<file path="src/rtl/fetch_ctrl.sv">
// Instruction fetch controller: issues one bus request at a time, buffers the
// returned word and hands it to decode, discarding responses overtaken by a redirect.
module fetch_ctrl #(
  parameter logic [63:0] RESET_PC = 64'h0000_0000_8000_0000
) (
  input  logic        clk,
  input  logic        reset,
  input  logic        redirect_valid,
  input  logic [63:0] redirect_pc,
  output logic        ireq_valid,
  output logic [63:0] ireq_addr,
  input  logic        iresp_data_ok,
  input  logic [31:0] iresp_data,
  output logic        if_valid,
  output logic [63:0] if_pc,
  output logic [31:0] if_instr,
  output logic        if_misalign,
  input  logic        if_ready
);

  typedef enum logic [1:0] {
    FETCH = 2'd0,
    KILL  = 2'd1,
    HOLD  = 2'd2
  } state_t;

  state_t      r_state;
  logic [63:0] r_req_pc;
  logic [63:0] r_pend_pc;
  logic [31:0] r_buf_instr;
  logic        r_buf_mis;
  logic        w_aligned;

  assign w_aligned = (r_req_pc[1:0] == 2'b00);

  // NOTE: every register is written with <= so all next-state values are
  // computed from the same pre-edge snapshot, independent of statement order.
  always_ff @(posedge clk or negedge reset) begin
    if (!reset) begin
      r_state     <= FETCH;
      r_req_pc    <= RESET_PC;
      r_pend_pc   <= '0;
      r_buf_instr <= '0;
      r_buf_mis   <= 1'b0;
    end else begin
      case (r_state)
        FETCH: begin
          if (!w_aligned) begin
            // No request goes out for a misaligned PC; present it as a faulting slot.
            if (redirect_valid) begin
              r_req_pc <= redirect_pc;
            end else begin
              r_buf_instr <= '0;
              r_buf_mis   <= 1'b1;
              r_state     <= HOLD;
            end
          end else if (iresp_data_ok) begin
            if (redirect_valid) begin
              r_req_pc <= redirect_pc;
            end else begin
              r_buf_instr <= iresp_data;
              r_buf_mis   <= 1'b0;
              r_state     <= HOLD;
            end
          end else if (redirect_valid) begin
            r_pend_pc <= redirect_pc;
            r_state   <= KILL;
          end
        end
        KILL: begin
          // The stale request must still complete before the new target is issued.
          if (iresp_data_ok) begin
            r_req_pc <= redirect_valid ? redirect_pc : r_pend_pc;
            r_state  <= FETCH;
          end else if (redirect_valid) begin
            r_pend_pc <= redirect_pc;
          end
        end
        HOLD: begin
          if (redirect_valid) begin
            r_req_pc <= redirect_pc;
            r_state  <= FETCH;
          end else if (if_ready) begin
            r_req_pc <= r_req_pc + 64'd4;
            r_state  <= FETCH;
          end
        end
        default: r_state <= FETCH;
      endcase
    end
  end

  // Reset gates the request and presentation strobes so they drop immediately.
  assign ireq_valid  = reset & (((r_state == FETCH) & w_aligned) | (r_state == KILL));
  assign ireq_addr   = r_req_pc;
  assign if_valid    = reset & (r_state == HOLD) & ~redirect_valid;
  assign if_pc       = r_req_pc;
  assign if_instr    = r_buf_instr;
  assign if_misalign = reset & (r_state == HOLD) & r_buf_mis;

endmodule

</file>
<file path="config.mk">
export PLATFORM = sky130hd
export DESIGN_NAME = fetch_ctrl
export DESIGN_NICKNAME = d
export VERILOG_FILES = /design/src/rtl/fetch_ctrl.sv
export SDC_FILE = /design/constraint.sdc
export NUM_CORES = 1
export LEC_CHECK = 0
export ABC_AREA = 1
export CAP_MARGIN = 20
export CORE_MARGIN = 2
export CORE_UTILIZATION = 46
export DETAILED_ROUTE_END_ITERATION = 16
export PLACE_DENSITY = 0.79
export SLEW_MARGIN = 20
export SYNTH_ARGS = -nofsm -noshare
export SYNTH_HDL_FRONTEND = slang
export SYNTH_SLANG_ARGS = --single-unit
</file>
<file path="constraint.sdc">
create_clock -name clk -period 2 [get_ports clk]
set_input_delay 0.4 -clock clk [delete_from_list [all_inputs] [get_ports clk]]
set_output_delay 0.4 -clock clk [all_outputs]
set_load 0.1 [all_outputs]
</file>
# Word-level counts from Yosys, hierarchy flattened
# Cells that the tools add are included.
[classes] n_lt_le_gt_ge=0 bitwise=7 reduce_logical=8 n_eq_ne=10 shift=0 n_mul=0 n_mux=27 n_addsub=1 n_div=0
[op_table] op="two-way mux 64 bit" count=9
[op_table] op="one-hot mux 64 bit (3 select lines)" count=1
[op_table] op="two-way mux 32 bit" count=4
[op_table] op="one-hot mux 64 bit (2 select lines)" count=1
[op_table] op="adder 64 x 3 -> 64 bit (second input constant)" count=1
[op_table] op="two-way mux 2 bit" count=7
[op_table] op="inequality test 2 bit (second input constant)" count=4
[op_table] op="AND reduction 4 bit" count=2
[op_table] op="inequality test 3 bit (second input constant)" count=2
[op_table] op="one-hot mux 2 bit (3 select lines)" count=1
[op_table] op="bitwise AND 1 bit" count=5
[op_table] op="logical NOT 2 bit" count=2
[op_table] op="two-way mux 1 bit" count=4
[op_table] op="inequality test 4 bit (second input constant)" count=1
[op_table] op="AND reduction 3 bit" count=1
[op_table] op="nonzero test 3 bit" count=1
[op_table] op="== test 2 x 1 -> 1 bit (second input constant)" count=1
[op_table] op="== test 2 bit (second input constant)" count=1
[op_table] op="inequality test 2 x 1 -> 1 bit (second input constant)" count=1
[op_table] op="AND reduction 2 bit" count=1
[op_table] op="nonzero test 2 bit" count=1
[op_table] op="inverter 1 bit" count=1
[op_table] op="bitwise OR 1 bit" count=1
[totals] latchBits=0 n_memories=0 rom_bits=0 mem_bits_rw=0 register_bits=163

# Logic depth before layout (Yosys ltp)
[depth] word_depth=4 depth_mapped=16 mapped_depth_nobuf=15

# Least setup slack after synthesis
# OpenSTA, ideal clock, no wires.
[synth_path] kind="register to output" start="reg r_state[0]" end="out if_misalign" arrival_ps=3066 t_required_ps=1600 path_slack_ps=-1466 stages_incl_launch_ff=7 path_cell_list="dfrtp_1 -> inv_1 -> ha_1 -> buf_4 -> inv_2 -> clkbuf_1 -> nor3_1"
[synth_via] elab_chain_cells=3
[synth_lines] element="start: declaration" line="27" rtl="state_t r_state;"
[synth_lines] element="start signal: assignment" line="40" rtl="r_state <= FETCH;"
[synth_lines] element="start signal: assignment" line="55" rtl="r_state <= HOLD;"
[synth_lines] element="start signal: assignment" line="63" rtl="r_state <= HOLD;"
[synth_lines] element="== test 2 bit" line="99" rtl="assign if_misalign = reset & (r_state == HOLD) & r_buf_mis;"
[synth_lines] element="bitwise AND 1 bit (2 in a row)" line="99"
[synth_lines] element="end: declaration" line="17" rtl="output logic if_misalign,"
# No other way between the ends.

# Final worst setup path
[layout_path] start="reg r_state[0]" end="reg r_req_pc[5], in the netlist if_pc[5]"
[layout_via] elab_chain_cells=3
[layout_lines] element="== test 2 bit, or another cell as far along" line="46" rtl="case (r_state)"
[layout_lines] element="inequality test 3 bit (no source line), or another cell as far along"
[layout_lines] element="AND reduction 4 bit (no source line)"
[layout_lines] element="end signal: assignment" line="51" rtl="r_req_pc <= redirect_pc;"
[layout_lines] element="end signal: assignment" line="59" rtl="r_req_pc <= redirect_pc;"
[layout_lines] element="end signal: assignment" line="73" rtl="r_req_pc <= redirect_valid ? redirect_pc : r_pend_pc;"
[layout_lines] element="end: declaration" line="28" rtl="logic [63:0] r_req_pc;"
# Parallel ways exist; a longest one is shown, timed or not.
# A chain may end at the register's enable or synchronous reset.

==> run metrics <==
Synth Area in Simple Gates approximately a third; area delta synth->final 53.4%; # IOs between 200 and 300; area taken by multi-input logic gates between 0.006 and 0.007 mm2; r2r setup slk -0.22 ns; Mapped Cells 1,700; commonest non-fill, non-tap cell in the layout nand2_1; Worst Skew about 0.014 ns; count of non-filler cells in the finished layout 2,330; WHS ~0.1 ns; Fmax achieved 0.450 GHz; CP required between 2 and 2.5 ns; FF/Latch Area ~0.0042 mm2; CP max FO 7; leading area contributor after synthesis dfrtp_1; via count approximately 13,000; xor and xnor area share after synthesis between 1.5 and 2%; via count of the first global-routing pass 12,700; RSZ-0062 raised after global routing yes; Fillers roughly 1,700; worst path arrival time between 2 and 3 ns; syn_nets approximately 1,800; DR iter-0 viols 1,252; Clock transition at path regs around 0.080 ns; startpoint types register; failing checks setup timing; htree depth 4; CP max stage cell dfrtp_1; Slew Limit Fails 0; Post-Place Cells ~2,300; layout net count 2,104; crit end category register; Core Area between 0.02 and 0.025 mm2; Core Util, Final just over 70%; cts bufs inserted 17; Synth async-reset ratio 100%; GRT Total Usage roughly a third; number of port buffers around 260; Worst slew margin between 30% and 40%; total gr overflow 0; die width between 150 and 200 um; post-DR wirelength/cell about 18 um; initial antenna violation count 0; Die Ht approximately 160 um; Synth area leaders dfrtp_1, nand2_1, o21ai_0; Design Area, Final between 0.015 and 0.02 mm2; Starting Density a little under half; ANT nets after route 0; Post-synth EDFFs 0; share of cells above drive strength 1 about a quarter; TritonCTS clock tree yes; status complete, but fails checks; Max-Cap Viols 0; Avg Cell Area, Syn 6.53 um2; crit share post-route 111%; Yosys top cell area share a little over a third; Setup Crit Path Kind register to register; CTS root buffer clkbuf_16; final hold vios 0; die footprint ~0.025 mm2; HP Class input port to asynchronous set/reset pin; DP Wirelength roughly 29,000 um; reg-to-reg critical path endpoint if_pc[5]; fraction of the mapped netlist area in compound gates between 10% and 20%; CP cell instances buf_6, ha_4, inv_4, buf_6, o22ai_4, nor2_2, inv_2, nor2_4, clkinv_4, buf_4, a21oi_1, o21ai_0, o21ai_0; worst-skew pair later-pin latency 0.45 ns; Cell variety after synth 35; clk sinks around 160; first-pass GRT wire length 65,400 um; Clock Path Buffers 2; register area share after synthesis a little under two fifths; top_reg_cell synth dfrtp_1; final worst slack -0.221 ns; DRC viols 0; Final setup viols 58; hold_buf cts 0; Final Critical Period around 2.2 ns; adder-cell share of the synthesized area 0.563%; CP max stage delay 0.44 ns; gpl congestion approximately 0.96; Placed Area approximately 0.016 mm2; drt pass-1 iters 8; RR Startpoint r_state[0]; FF-to-FF path depth 13; largest net degree at the start of global routing between 150 and 200; most frequent cells in the layout nand2_1, nor2_1, o21ai_0, buf_4, buf_12; Via density approximately 5.6; worst slew pin tran between 0.9 and 1 ns; antenna cell count 0; post-synthesis mux area share 0%; FP Rows between 50 and 60; largest family of logic cells by synthesized area simple AND/OR/NAND/NOR gates; Synth Cell Area 0.0111 mm2; synth warn 0; Routed WL around 42,000 um; Synth Register Bits 163
-- state kept, by name (all words and copies together), names as in the netlist --
| name | cells |
|---|---|
| r_pend_pc | 64 |
| if_instr | 32 |
| r_buf_mis | 1 |
| r_state | 2 |
| if_pc | 64 |
-- area by class of cell --
type	instances	area share, %
Tap cell	319	2.34
Clock inverter	15	1.20
Clock buffer	17	2.50
Timing Repair Buffer	424	30.8
Inverter	126	2.88
Multi-Input combinational cell	1266	35.8
Sequential cell	163	24.5
-- per-layer routing --
metal  vias to the layer above  track usage (%)  share of wire, %  wire length [um]
met3                       158             7.40               9.8              4140
met1                      6053             39.4                38             16000
li1                       5950                -                 -                 -
met2                       831             53.2                48             20400
met4                         0             15.3               4.0              1690
met5                         -                0                 0                 0
-- worst max-delay path by stage --
stage | endpoint | cells after the start | from
global route | if_pc[5] | 13 | r_state[0]
finish | if_pc[5] | 13 | r_state[0]
CTS | ireq_valid | 6 | r_state[1]
detailed placement | if_pc[5] | 12 | iresp_data_ok
global placement | if_pc[59] | 13 | if_pc[31]
floorplan | if_misalign | 6 | r_state[0]
-- what timing repair did --
| item | 4_1_cts | 5_1_grt |
|---|---|---|
| setup endpoints to repair | 34 | 67 |
| cloned | 2 | 2 |
| buffers inserted | 13 | 9 |
| gates resized for setup | 29 | 91 |
| pin swaps | 10 | 26 |
-- worst max-delay path, delay by kind of cell (launching register included) --
family | cells | cell delay (ns)
AOI/OAI and AO/OA | 4 | 0.47
adders and majority gates | 1 | 0.17
buffers and inverters | 6 | 0.70
DFF | 1 | 0.44
and+or+nand+nor | 2 | 0.34
-- cell families after synthesis --
| group | Yosys count |
|---|---|
| and+or+nand+nor | 912 |
| AOI/OAI and AO/OA | 328 |
| buffers and inverters | 271 |
| DFF | 163 |
| xor gates and xnor gates | 21 |
| adders and majority gates | 5 |
-- per-stage QoR --
stage | setup WS (ns) | setup TNS, ns
2_1_floorplan | -0.156 | -0.170
3_3_place_gp | -0.118 | -1.87
3_5_place_dp | -0.155 | -4.76
4_1_cts | -0.0674 | -0.140
5_1_grt | -0.251 | -9.18
6_report | -0.221 | -5.67
-- Yosys cell counts, drive strengths merged (11+ instances only) --
cell type / n
o21ai: 201
a21oi: 72
dfrtp: 162
buf: 104
nand2: 634
a22o: 32
nand3: 35
inv: 126
xnor2: 18
clkbuf: 41
nor2: 226
nand4: 11
Power is left out: the tool's default activity adds up to more than one toggle a clock period on the data nets, which glitch-free logic cannot reach.
==> variant 1 (config.mk and constraints unchanged) <==
The 3 states of `state_t` get a one-hot encoding in 3 bits.
--- a/src/rtl/fetch_ctrl.sv
+++ b/src/rtl/fetch_ctrl.sv
@@ -20,6 +20,6 @@
 
-  typedef enum logic [1:0] {
-    FETCH = 2'd0,
-    KILL  = 2'd1,
-    HOLD  = 2'd2
+  typedef enum logic [2:0] {
+    FETCH = 3'b001,
+    KILL  = 3'b010,
+    HOLD  = 3'b100
   } state_t;
Formal check against the unedited RTL: no difference found for any inputs over 4 cycles, from zero or initial values and one cycle with reset low; so few cycles prove little.
==> variant 1 against the unedited design <==
  * The run still ends with setup timing left
  * Global-route usage fell by 0.93 points
  * Design area fell by 0.22%
  * Sequential cell count rose by 1
  * Core utilization rose by 0.49 points
  * Synthesized area fell by 1.6%
  * Critical path depth fell by 6
  * Clock skew fell by 0.0041 ns
  * Worst setup slack improved by 0.067 ns
  * Count of clock-buffer cells in the layout rose by 1
  * Routed wire length rose by 1.8%
  * First-iteration DRC count rose by 23%
  * Critical path type is now flip-flop to output port
  * Largest cell class unchanged
Power is not shown: default switching activity piles up to over one toggle a cycle in this logic, so the estimate is an artifact.
==> variant 1: results (changes against the unedited design) <==
Placement
The detailed placer's ending HPWL was 28700 um (about the same). The worst setup slack after placement came to -0.0652 ns (was -0.155 ns). The final weighted congestion in routability-driven placement was 0.969 (was 0.960). The port buffer count was 263 (unchanged).

Clocking
The clock root buffer master is sky130_fd_sc_hd__clkbuf_16 (unchanged). The CTS H-tree depth is 4 (unchanged). The buffer depth of the longest clock path is 2 (unchanged).

Clock-pin slew was measured on the worst setup and hold paths at 0.07 ns. At the later pin of the worst-skew pair, clock insertion delay measures 0.44 ns.

Logic synthesis
The share of flip-flops with an asynchronous set or reset is 100% (unchanged). The total of warnings raised by yosys is 0 (unchanged). Cells taking the most area after synthesis: sky130_fd_sc_hd__dfrtp_1 (37%), sky130_fd_sc_hd__nand2_1 (23%), sky130_fd_sc_hd__nor2_1 (7.8%), sky130_fd_sc_hd__o21ai_0 (6.8%), sky130_fd_sc_hd__inv_1 (4.4%) (was sky130_fd_sc_hd__dfrtp_1 (37%), sky130_fd_sc_hd__nand2_1 (21%), sky130_fd_sc_hd__o21ai_0 (8.5%), sky130_fd_sc_hd__nor2_1 (7.1%), sky130_fd_sc_hd__buf_4 (4.4%)). Top post-synthesis cells by count: sky130_fd_sc_hd__nand2_1 (682), sky130_fd_sc_hd__nor2_1 (226), sky130_fd_sc_hd__dfrtp_1 (162) (was sky130_fd_sc_hd__nand2_1 (625), sky130_fd_sc_hd__nor2_1 (211), sky130_fd_sc_hd__o21ai_0 (188)). The number of distinct library cell variants in the gate-level netlist after synthesis is 36 (was 35). The synthesized net count is 1828 (was 1806). The sequential share of the synthesized area is 37.6% (was 36.7%). The prevailing post-synth register cell is sky130_fd_sc_hd__dfrtp_1 (unchanged).

Run status
Violations in the final reports: setup timing (unchanged). Run status: finished, violations left (unchanged).

Critical path
The arrival time at the worst endpoint is 1.75 ns (was 2.59 ns). The peak fanout along the critical path was 3 (was 7).

Layout
The number of diodes added for antenna fixing was 0 (unchanged). The filler cell count is 1780 (was 1689). The layout net count was 2127 (was 2104). The share of cells above drive strength 1 is 25.6% (was 26.4%).

Global routing
The total routing resource utilization after global routing was 31.1% (was 32.0%). The via count of the first global-routing pass is 12329 (was 12727). The initial antenna violation count is 0 (unchanged). The maximum number of pins on one net before global-route repair is 130 (was 164).

The global-route wire length before repair is 61400 um (was 65400 um).

Detailed routing
The first-pass iteration count of the detailed router is 8 (unchanged). The iteration-0 DRC count of the detailed router is 1544 (was 1252). The number of vias in the routed layout is 13151 (was 12992). The average wire per cell in the routed design is 18.2 um (was 18.1 um).

Floorplanning
The initial cell density of the core is 46.7% (was 47.0%).

STA
The measured slew at the worst slew-check pin came to 0.736 ns (was 0.920 ns). The worst clock skew is 0.00985 ns (was 0.0140 ns). The number of failing setup endpoints in the final timing report is 37 (was 58). The post-route worst setup slack is -0.155 ns (was -0.221 ns). The minimum clock period after layout is 2.15 ns (was 2.22 ns).

Worst hold path
The classification of the worst-slack hold path is input port to async pin (unchanged).
==> variant 1: kinds of logic (layout without fill, tap and decap cells) <==
| group | Yosys count | after routing | share of synthesized area [%] |
|---|---|---|---|
| simple gates | 1014 | 1014 | 36.5 |
| buf+inv | 272 | 584 | 11.7 |
| compound gates | 252 | 252 | 12.3 |
| flops | 164 | 164 | 37.6 |
| xor+xnor | 23 | 23 | 1.84 |
| fa+ha+maj | 1 | 1 | 0.115 |
==> variant 1: routing by layer <==
metal | part of all wire (%) | global-route usage, % | up-vias
li1 | - | - | 5974
met1 | 36 | 38.9 | 6057
met2 | 47 | 52.2 | 917
met3 | 12 | 6.79 | 203
met4 | 5.2 | 12.5 | 0
met5 | 0 | 0 | -
==> variant 1: worst paths after layout <==
| path | startpoint | to | slack [ns] | depth (start not counted) |
|---|---|---|---|---|
| worst max-delay path | r_state[0] | ireq_valid | -0.15 | 7 |
| worst min-delay path | reset | if_instr[3] | 0.03 | 2 |
| worst max register to register | r_state[0] | if_pc[30] | -0.06 | 14 |
| worst min register to register | if_instr[9] | if_instr[9] | 0.49 | 2 |
| max in group asynchronous | reset | if_pc[32] | 1.29 | 2 |
| min in group clk | redirect_valid | r_state[2] | 0.48 | 4 |
==> variant 1: worst max-delay path: stages (launching register included) <==
cell	delay (ns)
sky130_fd_sc_hd__dfstp_2	0.54
sky130_fd_sc_hd__inv_2	0.04
sky130_fd_sc_hd__nor2_1	0.09
sky130_fd_sc_hd__nand2_1	0.10
sky130_fd_sc_hd__nand2_1	0.09
sky130_fd_sc_hd__inv_2	0.05
sky130_fd_sc_hd__a211oi_4	0.20
sky130_fd_sc_hd__buf_12	0.21
==> variant 1: final cells by class <==
| type | count | share of cell area (%) |
|---|---|---|
| well taps | 319 | 2.35 |
| inverters | 133 | 2.98 |
| clock buffers | 18 | 2.52 |
| repair buffers | 419 | 31.1 |
| multi-input cells | 1290 | 35.4 |
| clock inverters | 14 | 0.994 |
| flip-flops and latches | 164 | 24.7 |
==> variant 1: stage by stage <==
step	hold slack, ns	cell area [sq um]	utilization [%]	setup TNS (ns)	cells
floorplan	0.104	11100	-	-0.304	1726
global placement	0.462	15400	65.8	0	2286
detailed placement	0.466	15400	65.8	-0.125	2286
CTS	0.0410	16000	68.6	-0.400	2321
global route	0.0604	17000	72.6	-6.63	2357
finish	0.0332	17000	72.6	-1.06	2357
==> variant 1: repair_timing <==
action | in CTS | in global routing
pin swaps | 4 | 19
gates resized for setup | 11 | 127
endpoints found under the setup margin | 10 | 62
gates cloned | 0 | 13
buffers inserted | 3 | 25
==> variant 2 (config.mk and constraints unchanged) <==
Made on the original files. Change the parameter `RESET_PC` from 64'h0000_0000_8000_0000 to 64'h0000000060000000.
--- a/src/rtl/fetch_ctrl.sv
+++ b/src/rtl/fetch_ctrl.sv
@@ -3,3 +3,3 @@
 module fetch_ctrl #(
-  parameter logic [63:0] RESET_PC = 64'h0000_0000_8000_0000
+  parameter logic [63:0] RESET_PC = 64'h0000000060000000
 ) (
Formal check against the unedited RTL: not equivalent (a bounded check fails within 4 cycles, from zero or initial values and one cycle with reset low).
==> variant 2 against the unedited design <==
  * The flow still finishes with violations (setup timing)
  * First-iteration DRC count is 3.0% higher
  * Design area up 0.40%
  * Sequential cell count unchanged
  * Routed wire length shrank 0.98%
  * Worst setup slack better by 0.15 ns
  * Worst hold slack better by 0.042 ns
  * Synthesized area barely moved
  * Critical endpoint is now ireq_valid
  * Largest cell class unchanged
Power is left out: the tool's default activity adds up to more than one toggle a clock period on the data nets, which glitch-free logic cannot reach.
==> variant 2: results (changes against the unedited design) <==
Run status
Run status: finished, violations left (unchanged). Violations in the final reports: setup timing (unchanged).

Critical path
The arrival time at the worst endpoint is 1.67 ns (was 2.59 ns). The cell with the biggest individual delay on the critical path is sky130_fd_sc_hd__dfrtp_2 (was sky130_fd_sc_hd__dfrtp_1). The kind of capture point of the worst setup path is an output port (was flip-flop).

The delay of the slowest cell on the worst path is 0.46 ns (was 0.44 ns). The peak fanout along the critical path came to 4 (was 7). The end of the worst register-to-register path is if_pc[36] (was if_pc[5]). The worst setup path startpoint was r_state[1] (was r_state[0]).

The path depth of the worst reg2reg path was 14 (was 13). The cell class contributing the biggest share of worst-path delay is flip-flops (was buffers and inverters).

Logic synthesis
Top post-synthesis cells by count: sky130_fd_sc_hd__nand2_1 (625), sky130_fd_sc_hd__nor2_1 (211), sky130_fd_sc_hd__o21ai_0 (188) (unchanged). Cells taking the most area after synthesis: sky130_fd_sc_hd__dfrtp_1 (36%), sky130_fd_sc_hd__nand2_1 (21%), sky130_fd_sc_hd__o21ai_0 (8.5%), sky130_fd_sc_hd__nor2_1 (7.1%), sky130_fd_sc_hd__buf_4 (4.4%) (was sky130_fd_sc_hd__dfrtp_1 (37%), sky130_fd_sc_hd__nand2_1 (21%), sky130_fd_sc_hd__o21ai_0 (8.5%), sky130_fd_sc_hd__nor2_1 (7.1%), sky130_fd_sc_hd__buf_4 (4.4%)). The synthesized area per cell was 6.53 sq um (about the same).

The arithmetic-cell share of the synthesized area counting full adders, half adders and majority gates came to 0.563% (about the same).

Layout
The filler cell count is 1691 (was 1689). The share of cells above drive strength 1 is 27.8% (was 26.4%).

Global routing
The total routing resource utilization after global routing was 31.0% (was 32.0%). The met3 layer usage reported by global route is 5.68% (was 7.40%). The via count of the first global-routing pass is 12569 (was 12727). The fraction of met1 tracks used by global routing is 38.9% (was 39.4%). The met2 routing resource usage after global routing came to 52.5% (was 53.2%).

Detailed routing
The average wire per cell in the routed design is 18.0 um (was 18.1 um). The iteration-0 DRC count of the detailed router is 1289 (was 1252). The number of vias per cell after detailed routing came to 5.57 (was 5.58). The number of vias in the routed layout came to 12936 (was 12992). The first-pass iteration count of the detailed router is 6 (was 8).

STA
The post-route worst setup slack was -0.0675 ns (was -0.221 ns). The worst clock skew is 0.0146 ns (was 0.0140 ns). The number of failing setup endpoints in the final timing report is 29 (was 58). The relative slew slack was 40.0% (was 38.7%).

Placement
The worst setup slack after placement is -0.122 ns (was -0.155 ns). The final weighted congestion in routability-driven placement is 0.984 (was 0.960).

Clocking
The number of cells upsized or downsized after cts is 27 (was 29).
[variant 2: cell count changes after synthesis]
| cell | change |
|---|---|
| sky130_fd_sc_hd__dfstp_2 | +1 |
| sky130_fd_sc_hd__dfrtp_1 | -1 |
[variant 2: metal layers]
metal | vias up | share of wire (%)
met1 | 6044 | 38
li1 | 5939 | -
met5 | - | 0
met4 | 0 | 4.2
met3 | 151 | 9.3
met2 | 802 | 48
[variant 2: layout make-up]
type	count	area (sq um)	share of cell area [%]
clock buffer	17	425	2.49
inverter	126	493	2.88
tap	319	399	2.33
timing repair inverter	1	8.76	0.0512
multi-input combinational	1266	6260	36.6
sequential	163	4180	24.4
clock inverter	15	198	1.16
timing repair buffer	416	5140	30.1
[variant 2: stage by stage]
stage / cell area, sq um / hold WS [ns]
3_3_place_gp: 15600 / 0.491
2_1_floorplan: 11300 / 0.104
3_5_place_dp: 15600 / 0.494
5_1_grt: 17100 / 0.240
4_1_cts: 16400 / 0.210
6_report: 17100 / 0.139
